`config.mk`:
```
export PLATFORM = sky130hd
export DESIGN_NAME = alu_op_controller
export DESIGN_NICKNAME = d
export VERILOG_FILES = /design/src/rtl/lc3_pkg.sv /design/src/rtl/lc3_sext.sv /design/src/rtl/alu_op_controller.sv
export SDC_FILE = /design/constraint.sdc
export NUM_CORES = 1
export LEC_CHECK = 0
export ABC_CLOCK_PERIOD_IN_PS = 1800
export CAP_MARGIN = 10
export CORE_UTILIZATION = 41
export CTS_BUF_LIST = sky130_fd_sc_hd__clkbuf_8
export DETAILED_ROUTE_END_ITERATION = 8
export PLACE_DENSITY = 0.87
export SLEW_MARGIN = 20
export SYNTH_ARGS = -nofsm -noshare
export SYNTH_HDL_FRONTEND = slang
export SYNTH_SLANG_ARGS = --single-unit
export TNS_END_PERCENT = 100
```
`constraint.sdc`:
```
create_clock -name Clk -period 1.8 [get_ports Clk]
set_clock_uncertainty 0.1 [all_clocks]
set_input_delay 0.36 -clock Clk [delete_from_list [all_inputs] [get_ports Clk]]
set_output_delay 0.36 -clock Clk [all_outputs]
set_load 0.005 [all_outputs]
```
`src/rtl/lc3_pkg.sv`:
```
// Shared LC-3 operate-instruction definitions: opcodes, ALU select, controller states,
// condition-code type and the NZP derivation used at writeback.
package lc3_pkg;

  localparam logic [3:0] OP_ADD   = 4'b0001;
  localparam logic [3:0] OP_AND   = 4'b0101;
  localparam logic [3:0] OP_NOT   = 4'b1001;
  localparam logic [5:0] NOT_TAIL = 6'h3F;

  typedef enum logic [1:0] {
    ALU_ADD  = 2'b00,
    ALU_AND  = 2'b01,
    ALU_NOT  = 2'b10,
    ALU_PASS = 2'b11
  } alu_op_t;

  typedef enum logic [1:0] {
    S_IDLE,
    S_DECODE,
    S_EXECUTE,
    S_WRITEBACK
  } ctrl_state_t;

  typedef struct packed {
    logic n;
    logic z;
    logic p;
  } nzp_t;

  localparam nzp_t NZP_RESET = '{n: 1'b0, z: 1'b1, p: 1'b0};

  // Exactly one flag is set; a negative value never reports zero.
  function automatic nzp_t calc_nzp(input logic sign, input logic zero);
    nzp_t r;
    r.n = sign;
    r.z = !sign && zero;
    r.p = !sign && !zero;
    return r;
  endfunction

endpackage

```
`src/rtl/lc3_sext.sv`:
```
// Sign extender for LC-3 immediate/offset fields: replicates the field's MSB up to OUT_W.
module lc3_sext #(
  parameter int IN_W  = 5,
  parameter int OUT_W = 16
) (
  input  logic [IN_W-1:0]  i_in,
  output logic [OUT_W-1:0] o_out
);

  assign o_out = {{(OUT_W-IN_W){i_in[IN_W-1]}}, i_in};

endmodule

```
`src/rtl/alu_op_controller.sv`:
```
// Multi-cycle issue controller for LC-3 ADD/AND/NOT: decodes one instruction per handshake,
// steers the ALU, writes the result back and updates the condition codes.
//   state       | meaning
//   S_IDLE      | ready for a new instruction, ALU held at PASS
//   S_DECODE    | check opcode legality, register source addresses
//   S_EXECUTE   | drive ALU op and operand B, capture ALU result
//   S_WRITEBACK | one-cycle regfile write, done pulse, NZP update
module alu_op_controller
  import lc3_pkg::*;
#(
  parameter int DATA_W = 16,
  parameter int IMM_W  = 5
) (
  input  logic              Clk,
  input  logic              Reset,
  input  logic              instr_valid,
  output logic              instr_ready,
  input  logic [15:0]       instr,
  output logic [2:0]        SR1,
  output logic [2:0]        SR2,
  input  logic [DATA_W-1:0] SR1OUT,
  input  logic [DATA_W-1:0] SR2OUT,
  output logic [1:0]        ALU_signal,
  output logic [DATA_W-1:0] SR2MUXOUT,
  input  logic [DATA_W-1:0] ALU_OUT,
  output logic              LD_REG,
  output logic [2:0]        DR,
  output logic [DATA_W-1:0] REG_WDATA,
  output logic [2:0]        NZP,
  output logic              done,
  output logic              illegal
);

  ctrl_state_t       r_state;
  ctrl_state_t       w_state_nxt;
  logic [15:0]       r_instr;
  logic [2:0]        r_sr1;
  logic [2:0]        r_sr2;
  logic [DATA_W-1:0] r_result;
  nzp_t              r_nzp;

  logic [3:0]        w_opcode;
  logic              w_legal;
  alu_op_t           w_alu_op;
  logic [DATA_W-1:0] w_imm_sext;
  logic              w_unused_sr1;

  // SR1OUT feeds the ALU directly; the controller only names it for the regfile interface.
  assign w_unused_sr1 = ^SR1OUT;

  assign w_opcode = r_instr[15:12];
  assign w_legal  = (w_opcode == OP_ADD) || (w_opcode == OP_AND) ||
                    ((w_opcode == OP_NOT) && (r_instr[5:0] == NOT_TAIL));

  always_comb begin
    w_alu_op = ALU_PASS;
    case (w_opcode)
      OP_ADD:  w_alu_op = ALU_ADD;
      OP_AND:  w_alu_op = ALU_AND;
      OP_NOT:  w_alu_op = ALU_NOT;
      default: w_alu_op = ALU_PASS;
    endcase
  end

  lc3_sext #(.IN_W(IMM_W), .OUT_W(DATA_W)) u_imm_sext (
    .i_in  (r_instr[IMM_W-1:0]),
    .o_out (w_imm_sext)
  );

  always_ff @(posedge Clk or posedge Reset) begin
    if (Reset) r_state <= S_IDLE;
    else       r_state <= w_state_nxt;
  end

  always_comb begin
    w_state_nxt = r_state;
    instr_ready = 1'b0;
    ALU_signal  = ALU_PASS;
    SR2MUXOUT   = '0;
    LD_REG      = 1'b0;
    DR          = '0;
    REG_WDATA   = '0;
    done        = 1'b0;
    illegal     = 1'b0;
    case (r_state)
      S_IDLE: begin
        instr_ready = 1'b1;
        if (instr_valid) w_state_nxt = S_DECODE;
      end
      S_DECODE: begin
        illegal     = !w_legal;
        w_state_nxt = w_legal ? S_EXECUTE : S_IDLE;
      end
      S_EXECUTE: begin
        ALU_signal  = w_alu_op;
        SR2MUXOUT   = r_instr[5] ? w_imm_sext : SR2OUT;
        w_state_nxt = S_WRITEBACK;
      end
      S_WRITEBACK: begin
        LD_REG      = 1'b1;
        DR          = r_instr[11:9];
        REG_WDATA   = r_result;
        done        = 1'b1;
        w_state_nxt = S_IDLE;
      end
      default: w_state_nxt = S_IDLE;
    endcase
  end

  always_ff @(posedge Clk or posedge Reset) begin
    if (Reset) begin
      r_instr  <= '0;
      r_sr1    <= '0;
      r_sr2    <= '0;
      r_result <= '0;
      r_nzp    <= NZP_RESET;
    end else begin
      if (r_state == S_IDLE && instr_valid) r_instr <= instr;
      if (r_state == S_DECODE && w_legal) begin
        r_sr1 <= r_instr[8:6];
        r_sr2 <= r_instr[2:0];
      end
      if (r_state == S_EXECUTE)   r_result <= ALU_OUT;
      if (r_state == S_WRITEBACK) r_nzp    <= calc_nzp(r_result[DATA_W-1], r_result == '0);
    end
  end

  assign SR1 = r_sr1;
  assign SR2 = r_sr2;
  assign NZP = r_nzp;

endmodule

```
* Yosys cells after proc, flatten, opt, wreduce, memory -nomap -nowiden
Index checks and enable logic that the tools add are counted.
Cells by class: reductions and logical operators 12, mux-type cells 12, equal/unequal tests 8
Operators by type and width (number):
- 2-to-1 mux 16 bit | 3
- logical NOT 16 bit | 1
- case mux 2 bit (4 select lines) | 1
- == test 6 bit, second input constant | 1
- 2-to-1 mux 2 bit | 3
- case mux 2 bit (3 select lines) | 1
- logical AND 1 bit | 5
- == test 2 bit, second input constant | 2
- == test 4 x 1 -> 1 bit, second input constant | 1
- == test 4 x 3 -> 1 bit, second input constant | 1
- == test 4 bit, second input constant | 1
- logical NOT 1 bit | 3
- 2-to-1 mux 1 bit | 3
- 2-to-1 mux 3 bit | 1
- == test 2 x 1 -> 1 bit, second input constant | 1
- logical NOT 2 bit | 1
- logical OR 1 bit | 2
- inequality test 2 bit, second input constant | 1
Word-level totals: output and inout port bits 50, bits in registers 43

* Logic depth before layout (Yosys ltp)
word-level depth 5, gate-level depth with buffers 6, mapped depth without buffers 3

* By module
From an unflattened synthesis, not the netlist that was laid out.
Second synthesis, totals: cell total of the unflattened synthesis 220, area, all modules 2422.3 sq um
Modules (own cells, without submodules):
- alu_op_controller | cells an instance 204, times used 1, area an instance 2302.2 sq um
- lc3_sext | cells an instance 16, times used 1, area an instance 120.1 sq um

* Least setup slack after synthesis
OpenSTA, ideal clock, no wires.
path kind register -> output, start register r_state[0], end output port ALU_signal[0], path slack 133 ps, path buffers 3, cell stages (with the launch flop) 6, required time 1340 ps, arrival time 1207 ps, path through dfrtp_1 buf_6 nand2b_1 buf_4 buf_6 or3_1
Between the ends: cells in the longest elaborated chain, start to end 2
RTL lines:
- start: declaration | RTL line alu_op_controller.sv:34 | ctrl_state_t r_state;
- start signal: assignment | RTL line alu_op_controller.sv:72 | else r_state <= w_state_nxt;
- == test 2 bit | RTL line alu_op_controller.sv:85 | case (r_state)
- 2-to-1 mux 2 bit | RTL line alu_op_controller.sv:85
- end: declaration | RTL line alu_op_controller.sv:23 | output logic [1:0] ALU_signal,
No other way between the ends.

* Worst setup path after layout
start register r_state[0], end output port ALU_signal[1]
The elaborated chain is that of the path after synthesis.

==> impl_results.html <==
<table>
<tr><th>Metric</th><th>Value</th></tr>
<tr><th colspan="2">Worst setup path</th></tr>
<tr><td>CP Cell Sequence</td><td>buf_6, nand2b_4, or3_1, buf_2</td></tr>
<tr><td>Largest driver fanout on the critical path</td><td>5</td></tr>
<tr><td>CP Data Arrival Time</td><td>1.50 ns</td></tr>
<tr><td>Data required time at the worst endpoint</td><td>1.34 ns</td></tr>
<tr><td>Delay of the slowest cell on the worst path</td><td>0.44 ns</td></tr>
<tr><td>Flop-to-flop setup slack</td><td>0.05 ns</td></tr>
<tr><td>Cell at the slowest stage of the critical path</td><td>sky130_fd_sc_hd__dfrtp_2</td></tr>
<tr><td>Class of the most critical setup path</td><td>reg -&gt; out</td></tr>
<tr><td>Startpoint Class</td><td>register</td></tr>
<tr><td>Critical path endpoint category</td><td>primary output</td></tr>
<tr><th colspan="2">Floorplan</th></tr>
<tr><td>Initial Util</td><td>43.7%</td></tr>
<tr><td>Total number of placement rows</td><td>26</td></tr>
<tr><td>Die Footprint</td><td>0.00593 mm^2</td></tr>
<tr><td>Total core area</td><td>0.00527 mm^2</td></tr>
<tr><td>Die Ht</td><td>77.0 um</td></tr>
<tr><td>I/O pin cnt</td><td>117</td></tr>
<tr><td>Horiz. Die Dim</td><td>77.0 um</td></tr>
<tr><th colspan="2">Power and ir drop</th></tr>
<tr><td>Part of the power in combinational logic</td><td>58.5%</td></tr>
<tr><td>Leak</td><td>1.81 nW</td></tr>
<tr><td>Clk pwr share</td><td>10.1%</td></tr>
<tr><td>Max rail drop VDD</td><td>0.000813 V</td></tr>
<tr><td>Fraction of power consumed by sequential logic</td><td>31.4%</td></tr>
<tr><td>Switching part of the total</td><td>37.2%</td></tr>
<tr><td>Switching power of the nets</td><td>2.18 mW</td></tr>
<tr><td>Power density over cell area</td><td>1540 mW/mm^2</td></tr>
<tr><td>Internal</td><td>3.68 mW</td></tr>
<tr><th colspan="2">Detailed routing</th></tr>
<tr><td>Vias per Instance</td><td>5.30</td></tr>
<tr><td>Number of remaining DRC errors</td><td>0</td></tr>
<tr><td>Overall routed net length</td><td>7.00 mm</td></tr>
<tr><td>Initial DRC count</td><td>116</td></tr>
<tr><td>Count of nets left with antenna violations after detail routing</td><td>0</td></tr>
<tr><td>Overall via count from detail_route</td><td>2135</td></tr>
<tr><td>Iteration count of the initial detailed-routing pass</td><td>4</td></tr>
<tr><td>Average wire length per cell after detail routing</td><td>17.4 um</td></tr>
<tr><th colspan="2">Global routing</th></tr>
<tr><td>Antenna violations before repair</td><td>0</td></tr>
<tr><td>Global-route usage over all layers</td><td>23.6%</td></tr>
<tr><td>First-pass GRT wire length</td><td>10.9 mm</td></tr>
<tr><td>Gr busiest metal</td><td>met2</td></tr>
<tr><td>GR Overflow Total</td><td>0</td></tr>
<tr><td>Met1 layer usage reported by global route</td><td>30.3%</td></tr>
<tr><td>Largest net degree at the start of global routing</td><td>27</td></tr>
<tr><td>Via count of the first global-routing pass</td><td>2114</td></tr>
<tr><td>Met2 track utilization from global routing</td><td>40.3%</td></tr>
<tr><td>Global-route met3 utilization</td><td>6.31%</td></tr>
<tr><th colspan="2">Timing</th></tr>
<tr><td>Number of slew-limit violations in the final report</td><td>0</td></tr>
<tr><td>Slew at the pin closest to its max-slew limit</td><td>0.532 ns</td></tr>
<tr><td>Final worst path period share</td><td>109%</td></tr>
<tr><td>Min Clock Period, post-route</td><td>1.96 ns</td></tr>
<tr><td>Final worst-path setup slack</td><td>-0.157 ns</td></tr>
<tr><td>Slew headroom</td><td>64.2%</td></tr>
<tr><td>Endpoints failing setup</td><td>25</td></tr>
<tr><td>F_max</td><td>511 MHz</td></tr>
<tr><td>Setup repair after global routing missed its margin</td><td>true</td></tr>
<tr><td>Final hold violations</td><td>0</td></tr>
<tr><th colspan="2">Worst hold path</th></tr>
<tr><td>Hold crit path type</td><td>in -&gt; async</td></tr>
<tr><th colspan="2">Yosys</th></tr>
<tr><td>Ys async rst share</td><td>100%</td></tr>
<tr><td>Average size of a mapped cell</td><td>11.1 um^2</td></tr>
<tr><td>#FFs+latches synth</td><td>43</td></tr>
<tr><td>Gate count after technology mapping</td><td>207</td></tr>
<tr><td>Post-synth EDFFs</td><td>0</td></tr>
<tr><td>Top FF cell, synth</td><td>sky130_fd_sc_hd__dfrtp_1</td></tr>
<tr><td>Distinct cells, synth</td><td>37</td></tr>
<tr><td>Ys Warns</td><td>0</td></tr>
<tr><td>Mapped Nets</td><td>274</td></tr>
<tr><td>Share of the yosys chip area belonging to registers</td><td>46.7%</td></tr>
<tr><td>Cell area after technology mapping</td><td>0.00230 mm^2</td></tr>
<tr><th colspan="2">Layout</th></tr>
<tr><td>Non-Filler Instances</td><td>403</td></tr>
<tr><td>Growth of design area from synthesis to finish</td><td>64.9%</td></tr>
<tr><td>Total inserted antenna cells</td><td>0</td></tr>
<tr><td>Final net count</td><td>399</td></tr>
<tr><td>Fraction of layout instances using a drive strength above 1</td><td>44.7%</td></tr>
<tr><td>Fin util</td><td>72.1%</td></tr>
<tr><th colspan="2">CTS</th></tr>
<tr><td>TritonCTS clock tree</td><td>done</td></tr>
<tr><td>Later-pin clock latency in the skew report</td><td>0.30 ns</td></tr>
<tr><td>Clock transition at the registers of the reported paths</td><td>0.08 ns</td></tr>
<tr><td>Number of levels in the clock H-tree</td><td>2</td></tr>
<tr><td>CTS Hold Buffers Added</td><td>0</td></tr>
<tr><td>CTS root buffer</td><td>sky130_fd_sc_hd__clkbuf_8</td></tr>
<tr><td>Num CTS Buffers</td><td>5</td></tr>
<tr><td>Number of sinks handled by clock tree synthesis</td><td>43</td></tr>
<tr><td>Maximum buffer depth of the clock tree</td><td>2</td></tr>
<tr><th colspan="2">Place</th></tr>
<tr><td>Detailed placement HPWL</td><td>4.52 mm</td></tr>
<tr><td>Instance count after placement with tap cells included</td><td>378</td></tr>
<tr><td>Final GP Congestion</td><td>0.793</td></tr>
<tr><td>Buffers added on ports</td><td>100</td></tr>
<tr><th colspan="2">Run status</th></tr>
<tr><td>Violations in the final reports</td><td>negative setup slack</td></tr>
<tr><td>Outcome</td><td>complete, but fails checks</td></tr>
<tr><th colspan="2">Run</th></tr>
<tr><td>Maximum capacitance violations</td><td>0</td></tr>
</table>
## state kept, by name, indices dropped and copies added (netlist names), named ones only
| signal | flops |
|---|---|
| r_instr | 16 |
| SR2 | 3 |
| r_result | 16 |
| SR1 | 3 |
| NZP | 3 |
| r_state | 1 |
## layout by cell type, fill, tap and decap left out, drive strengths merged
cell type / n
clkdlybuf4s50: 58
buf: 55
dfrtp: 42
mux2: 32
clkbuf: 20
and3: 19
nand2b: 14
a21oi: 12
nand2: 11
nand4: 10
nor2: 9
dlygate4sd2: 6
a32oi: 4
o211ai: 4
nor4: 4
inv: 4
mux2i: 4
dlymetal6s2s: 3
and3b: 2
or3: 2
nand3: 2
o311ai: 2
dfstp: 1
nor3: 1
nand4bb: 1
and4: 1
and4bb: 1
and2: 1
a21boi: 1
o21ai: 1
o211a: 1
a22o: 1
o31ai: 1
a21o: 1
clkinvlp: 1
clkinv: 1
## Yosys cell counts, drive strengths merged, types with 2 or more instances
master  instances  area share, %
or3             2           0.54
inv             3           0.49
clkbuf          9            1.5
buf            11            4.2
nand3           2           0.43
nor2            9            1.8
and3b           2           0.76
nand2          10            1.6
nor4            4            1.1
a32oi           4            1.5
mux2           32             17
o311ai          2           0.76
a21oi          12            2.6
mux2i           4            1.7
nand2b         14            3.8
and3           19            5.2
dfrtp          42             46
nand4          10            2.7
o211ai          4            1.3
## power groups by stage
stage / combinational, mW / clock (mW) / sequential, mW
global route: 3.68 / 0.648 / 1.90
global placement: 2.61 / 0 / 1.77
detailed placement: 2.68 / 0 / 1.80
floorplan: 1.61 / 0 / 1.74
CTS: 3.05 / 0.606 / 1.81
finish: 3.43 / 0.592 / 1.84
## metal layers
layer	vias up	wire length (um)
li1	1001	-
met1	1025	2940
met2	107	3500
met3	2	553
met4	0	10
met5	-	0
## layout make-up
class                      count  area (um^2)
clock buffer                   5         68.8
clock inverter                 3         16.3
fill                         386         1470
inverter                       3         11.3
multi-input combinational    142         1310
sequential                    43         1080
tap                           70         87.6
timing repair buffer         137         1230
## metrics by stage
stage	TNS (ns)	hold slack [ns]	total power, mW	area [um^2]	setup WS [ns]
after CTS	-2.66	0.229	5.47	3660	-0.239
after floorplan	0	0.350	3.35	2300	0.133
after global routing	-3.25	0.277	6.23	3800	-0.200
after global placement	-2.70	0.359	4.38	3450	-0.231
final	-1.99	0.227	5.85	3800	-0.157
after detailed placement	-2.99	0.363	4.48	3450	-0.256
## worst paths after layout
path | from | to | cells after the start
min in group Clk | NZP[1]$_DFFE_PP1P_ | NZP[1]$_DFFE_PP1P_ | 2
max in group asynchronous | Reset | r_instr[5]$_DFFE_PP0P_ | 3
worst min register to register | NZP[1]$_DFFE_PP1P_ | NZP[1]$_DFFE_PP1P_ | 2
worst max register to register | register | r_instr[3]$_DFFE_PP0P_ | 5
worst max-delay path | r_state[0]$_DFFE_PP0P_ | ALU_signal[1] | 4
worst min-delay path | Reset | r_instr[11]$_DFFE_PP0P_ | 2
## cell families after synthesis
group                  count (synthesis)  share of synthesized area (%)
and+or+nand+nor                       77                           19.9
muxes                                 36                           19.0
DFF                                   43                           46.7
AOI/OAI and AO/OA                     28                           8.20
buffers and inverters                 23                           6.13
## worst max-delay path, delay by kind of cell, from the launching register on
family,cells,cell delay [ns]
buffers and inverters,2,0.27
DFF,1,0.44
and+or+nand+nor,2,0.50
## what timing repair did
item | CTS | global route
pin swaps | 7 | 6
setup buffers | 6 | 5
setup endpoints to repair | 41 | 53
cloned | 5 | 3
resized for setup | 119 | 58
(Power assumes the default switching activity.)
==> RTL change 1 (same flow settings) <==
Set the parameter `DATA_W` to 32 (it was 16).
--- a/src/rtl/alu_op_controller.sv
+++ b/src/rtl/alu_op_controller.sv
@@ -9,5 +9,5 @@
   import lc3_pkg::*;
 #(
-  parameter int DATA_W = 16,
+  parameter int DATA_W = 32,
   parameter int IMM_W  = 5
 ) (
Ports: changed (5 resized); port bits go from 117 to 197. The function was not compared with the original's and may differ.
==> RTL change 1 against the original RTL <==
The flow still finishes with violations (negative setup slack); total power rose by 43%; sequential share of layout area shrank 4.1 points; design area increased by 60%; synthesized cell count increased by 33%; synthesized area rose by 31%; worst setup slack worse by 110 ps; first-iteration DRC count shrank 46%; routed wire length is 71% higher; via count grew 47%; sequential power increased by 40%; final cell count is 46% higher; sequential cell count up 16; critical path type unchanged.
==> RTL change 1: results (changes against the original RTL) <==
* Compound-gate portion of the synthesized area at 0.06818 (was 0.08198)
* Port-buffer cells at 164 (was 100)
* CTS Buf Count at 9 (was 5)
* Dpl ws at -219.9 ps (was -255.7 ps)
* Met3 Use GR at 0.06126 (was 0.06310)
* Hold Worst Slack at 267.5 ps (was 226.8 ps)
* Final Net Count at 603 (was 399)
* Syn nets at 390 (was 274)
* Filler cells at 313 (was 386)
* Total length of routed met2 wires at 6.079 mm (was 3.497 mm)
* Placed insts at 532 (was 378)
* Synth area leaders: dfrtp_1, mux2_1, and3_1 (was dfrtp_1, mux2_2, mux2_4)
* WL met3 at 763 µm (was 553 µm)
* DRT iter0 DRCs at 63 (was 116)
* First-pass GRT wire length at 15.37 mm (was 10.93 mm)
* DR WL/cell at 20.33 µm (was 17.37 µm)
* Htree depth at 3 (was 2)
* Worst EP arrival at 1600 ps (was 1500 ps)
* Setup Buffers After CTS at 24 (was 6)
* Failing checks: negative setup slack (unchanged)
* Mux contribution to synthesized area at 0.2140 (was 0.1900)
* Yosys cell types at 28 (was 37)
* M2 GR Usage at 0.4820 (was 0.4027)
* Sequential fraction of the synthesis area at 0.4880 (was 0.4674)
* Post-CTS sizing at 359 (was 119)
* Worst setup margin at -264.1 ps (was -157.4 ps)
* Layout cells sized above 1 at 0.5294 (was 0.4474)
* Largest net degree at the start of global routing at 31 (was 27)
* Initial antenna violation count at 0 (unchanged)
* Post-synth top cells: dfrtp_1, mux2_1, and3_1 (was dfrtp_1, mux2_2, and3_1)
* Outcome: finished, violations left (unchanged)
* Drt total wl at 11.97 mm (was 7.000 mm)
* Final setup fails at 71 (was 25)
* HPWL after DPL at 6.512 mm (was 4.516 mm)
* Clock network fraction of design power at 0.147 (was 0.101)
* Seq pwr at 2.58 mW (was 1.84 mW)
* Setup TNS at -7947 ps (was -1987 ps)
* Routed length on met1 at 4.704 mm (was 2.939 mm)
* XOR/XNOR Fraction of Synth Area at 0 (unchanged)
* ANT cells at 0 (unchanged)
* Worst-Margin Slew at 369.2 ps (was 532.2 ps)
* Leak at 2.781 nW (was 1.811 nW)
* Placed Instance Area at 4896 µm² (was 3446 µm²)
* Max Fanout on Critical Path at 4 (was 5)
* Reg2reg setup slack at -110 ps (was 50 ps)
* GRT Resource Usage Total at 0.2644 (was 0.2363)
* Power Clock at 1.23 mW (was 0.592 mW)
* Maximum vdd drop at 0.0009628 V (was 0.0008126 V)
* Int Pwr at 5.458 mW (was 3.677 mW)
* Vias in the first global route at 3140 (was 2114)
* Gp weighted congestion at 0.7826 (was 0.7932)
* Clk_lat worst skew at 330 ps (was 300 ps)
* Met1 Use GR at 0.3027 (was 0.3025)
* Biggest regs: r_result (32), r_instr (16) (was r_instr (16), r_result (16))
[RTL change 1: cell count changes after synthesis, moves of 16 or more]
cell,unedited run,this run
and3_1,19,35
mux2_2,22,0
dfrtp_1,42,58
mux2_1,0,46
a21oi_1,12,28
nand2b_1,14,31
[RTL change 1: cell type report]
cell class	count	area, µm²	area share
multi-input cells	188	1928	0.3171
inverters	4	18.77	0.003087
repair buffers	226	2327	0.3828
clock inverters	5	52.55	0.008644
clock buffers	11	151.4	0.02490
flip-flops and latches	59	1481	0.2437
well taps	96	120.1	0.01976
[RTL change 1: final timing paths]
path	startpoint	end	depth (start not counted)
max reg2reg	r_state[0]	r_instr[14]	7
min	Reset	r_result[3]	2
max in group asynchronous	Reset	r_state[0]	3
max	r_instr[5]	illegal	5
min reg2reg	NZP[0]	NZP[0]	2
min in group Clk	NZP[0]	NZP[0]	2
[RTL change 1: critical path, stage by stage, from the launching register on]
cell     delay, ps
dfrtp_2        450
nand2_4         70
buf_6          120
o41ai_4        350
a31oi_1        140
buf_2          150
==> RTL change 2 (config.mk and constraints unchanged) <==
Without the edit above. Make the reset (`Reset`) synchronous in 2 clocked blocks.
--- a/src/rtl/alu_op_controller.sv
+++ b/src/rtl/alu_op_controller.sv
@@ -68,5 +68,5 @@
   );
 
-  always_ff @(posedge Clk or posedge Reset) begin
+  always_ff @(posedge Clk) begin
     if (Reset) r_state <= S_IDLE;
     else       r_state <= w_state_nxt;
@@ -108,5 +108,5 @@
   end
 
-  always_ff @(posedge Clk or posedge Reset) begin
+  always_ff @(posedge Clk) begin
     if (Reset) begin
       r_instr  <= '0;
Behaviour: differs if Reset is asserted again (counterexample within 4 cycles, from zero or initial values and one cycle with Reset high); with Reset held inactive, the same outputs for 10 cycles.
==> RTL change 2 against the original RTL <==
Register-to-register slack better by 60 ps; synthesized area down 12%; worst setup slack better by 210 ps; largest cell class is now buffers; design area down 11%; critical path type unchanged; count of clock-buffer cells in the layout unchanged; first-iteration DRC count down 27%; synthesized cell count up 28%; routed wire length down 15%; sequential cell count unchanged.
Power is not compared: it rests on default switching activity, and its combinational part moved more than twofold at a synthesized area within 25%.
==> RTL change 2: results (changes against the original RTL) <==
* Synth area leaders: dfxtp_1, nand2_1, a21oi_1 (was dfrtp_1, mux2_2, mux2_4)
* Worst EP arrival at 1290 ps (was 1500 ps)
* Maximum vdd drop at 0.0005045 V
* Worst-Margin Slew at 442.5 ps (was 532.2 ps)
* Sequential fraction of the synthesis area at 0.4247 (was 0.4674)
* Reg-to-Reg End: SR2[1] (was r_instr[3])
* Hold Worst Slack at 355.5 ps (was 226.8 ps)
* Post-synth top cells: nand2_1, a21oi_1, dfxtp_1 (was dfrtp_1, mux2_2, and3_1)
* Seq pwr at 0.999 mW
* Met1 Use GR at 0.2674 (was 0.3025)
* Met3 Use GR at 0.05278 (was 0.06310)
* Vias in the first global route at 2055 (was 2114)
* HP Class: reg2reg (was in2async)
* First-pass detailed-route iteration total at 5 (was 4)
* Compound-gate portion of the synthesized area at 0.1358 (was 0.08198)
* Yosys cell types at 26 (was 37)
* Vias post-DR at 2187 (was 2135)
* ANT cells at 0 (unchanged)
* First-pass GRT wire length at 9.218 mm (was 10.93 mm)
* Reg2reg setup slack at 110 ps (was 50 ps)
* Min-Delay Startpoint: r_instr[11]
* GRT Resource Usage Total at 0.2255 (was 0.2363)
* Root Buffer: clkbuf_8 (unchanged)
* Largest net degree at the start of global routing at 50 (was 27)
* Top_reg_cell synth: dfxtp_1 (was dfrtp_1)
* Syn nets at 332 (was 274)
* Biggest regs: r_instr (16), r_result (16) (unchanged)
* Clk buf depth at 2 (unchanged)
* M2 GR Usage at 0.3998 (was 0.4027)
* Hold depth at 2
* Worst R2R Path Depth at 5 (unchanged)
* Dpl ws at -206.4 ps (was -255.7 ps)
* Mux contribution to synthesized area at 0.04938 (was 0.1900)
* Post-CTS sizing at 96 (was 119)
* Filler cells at 400 (was 386)
* Port-buffer cells at 100 (unchanged)
* Layout cells sized above 1 at 0.2251 (was 0.4474)
* DRT iter0 DRCs at 85 (was 116)
* XOR/XNOR Fraction of Synth Area at 0 (unchanged)
* Outcome: completed (was finished, violations left)
* Setup Buffers After CTS at 8 (was 6)
* Gp weighted congestion at 0.7725 (was 0.7932)
* Max Fanout on Critical Path at 4 (was 5)
* Final Net Count at 448 (was 399)
* DR WL/cell at 13.22 µm (was 17.37 µm)
* Ys async rst share at 0 (was 1.000)
* HPWL after DPL at 4.221 mm (was 4.516 mm)
RTL change 2: metrics by stage:
| stage | power, mW | instances | instance area (µm²) | TNS, ps |
|---|---|---|---|---|
| final | 2.211 | 449 | 3379 | 0 |
| after global routing | 2.291 | 449 | 3379 | -15.62 |
| after CTS | 2.209 | 448 | 3415 | -447.0 |
| after detailed placement | 1.322 | 432 | 3208 | -2793 |
| after global placement | 1.312 | 432 | 3208 | -2501 |
| after floorplan | 1.139 | 265 | 2027 | 0 |
RTL change 2: per-layer routing:
layer  share of wire  vias up
li1                -     1111
met1            0.41      994
met2            0.51       75
met3           0.066        7
met4           0.013        0
met5               0        -
RTL change 2: cell families after synthesis:
kind of cell / after synthesis
and+or+nand+nor: 137
DFF: 43
muxes: 10
buffers and inverters: 25
AOI/OAI and AO/OA: 50
RTL change 2: cell type report:
| class | count | area (µm²) | area share |
|---|---|---|---|
| Clock buffer | 5 | 68.82 | 0.02036 |
| Clock inverter | 3 | 63.81 | 0.01888 |
| Inverter | 2 | 7.507 | 0.002221 |
| Multi-Input combinational cell | 197 | 1081 | 0.3199 |
| Sequential cell | 43 | 877.1 | 0.2595 |
| Tap cell | 67 | 83.83 | 0.02481 |
| Timing Repair Buffer | 132 | 1197 | 0.3543 |
RTL change 2: worst max-delay path by stage:
| stage | endpoint | slack (ps) | depth (start not counted) |
|---|---|---|---|
| after floorplan | REG_WDATA[0] | 340 | 3 |
| after global placement | SR2MUXOUT[4] | -210 | 4 |
| after detailed placement | SR2MUXOUT[5] | -210 | 4 |
| after CTS | DR[0] | -110 | 3 |
| after global routing | DR[1] | -20 | 4 |
| final | ALU_signal[0] | 50 | 4 |
RTL change 2: worst max-delay path: stages, from the launching register on:
cell,delay [ps]
dfxtp_4,380
buf_6,100
nand2b_4,70
or3_4,330
buf_6,120
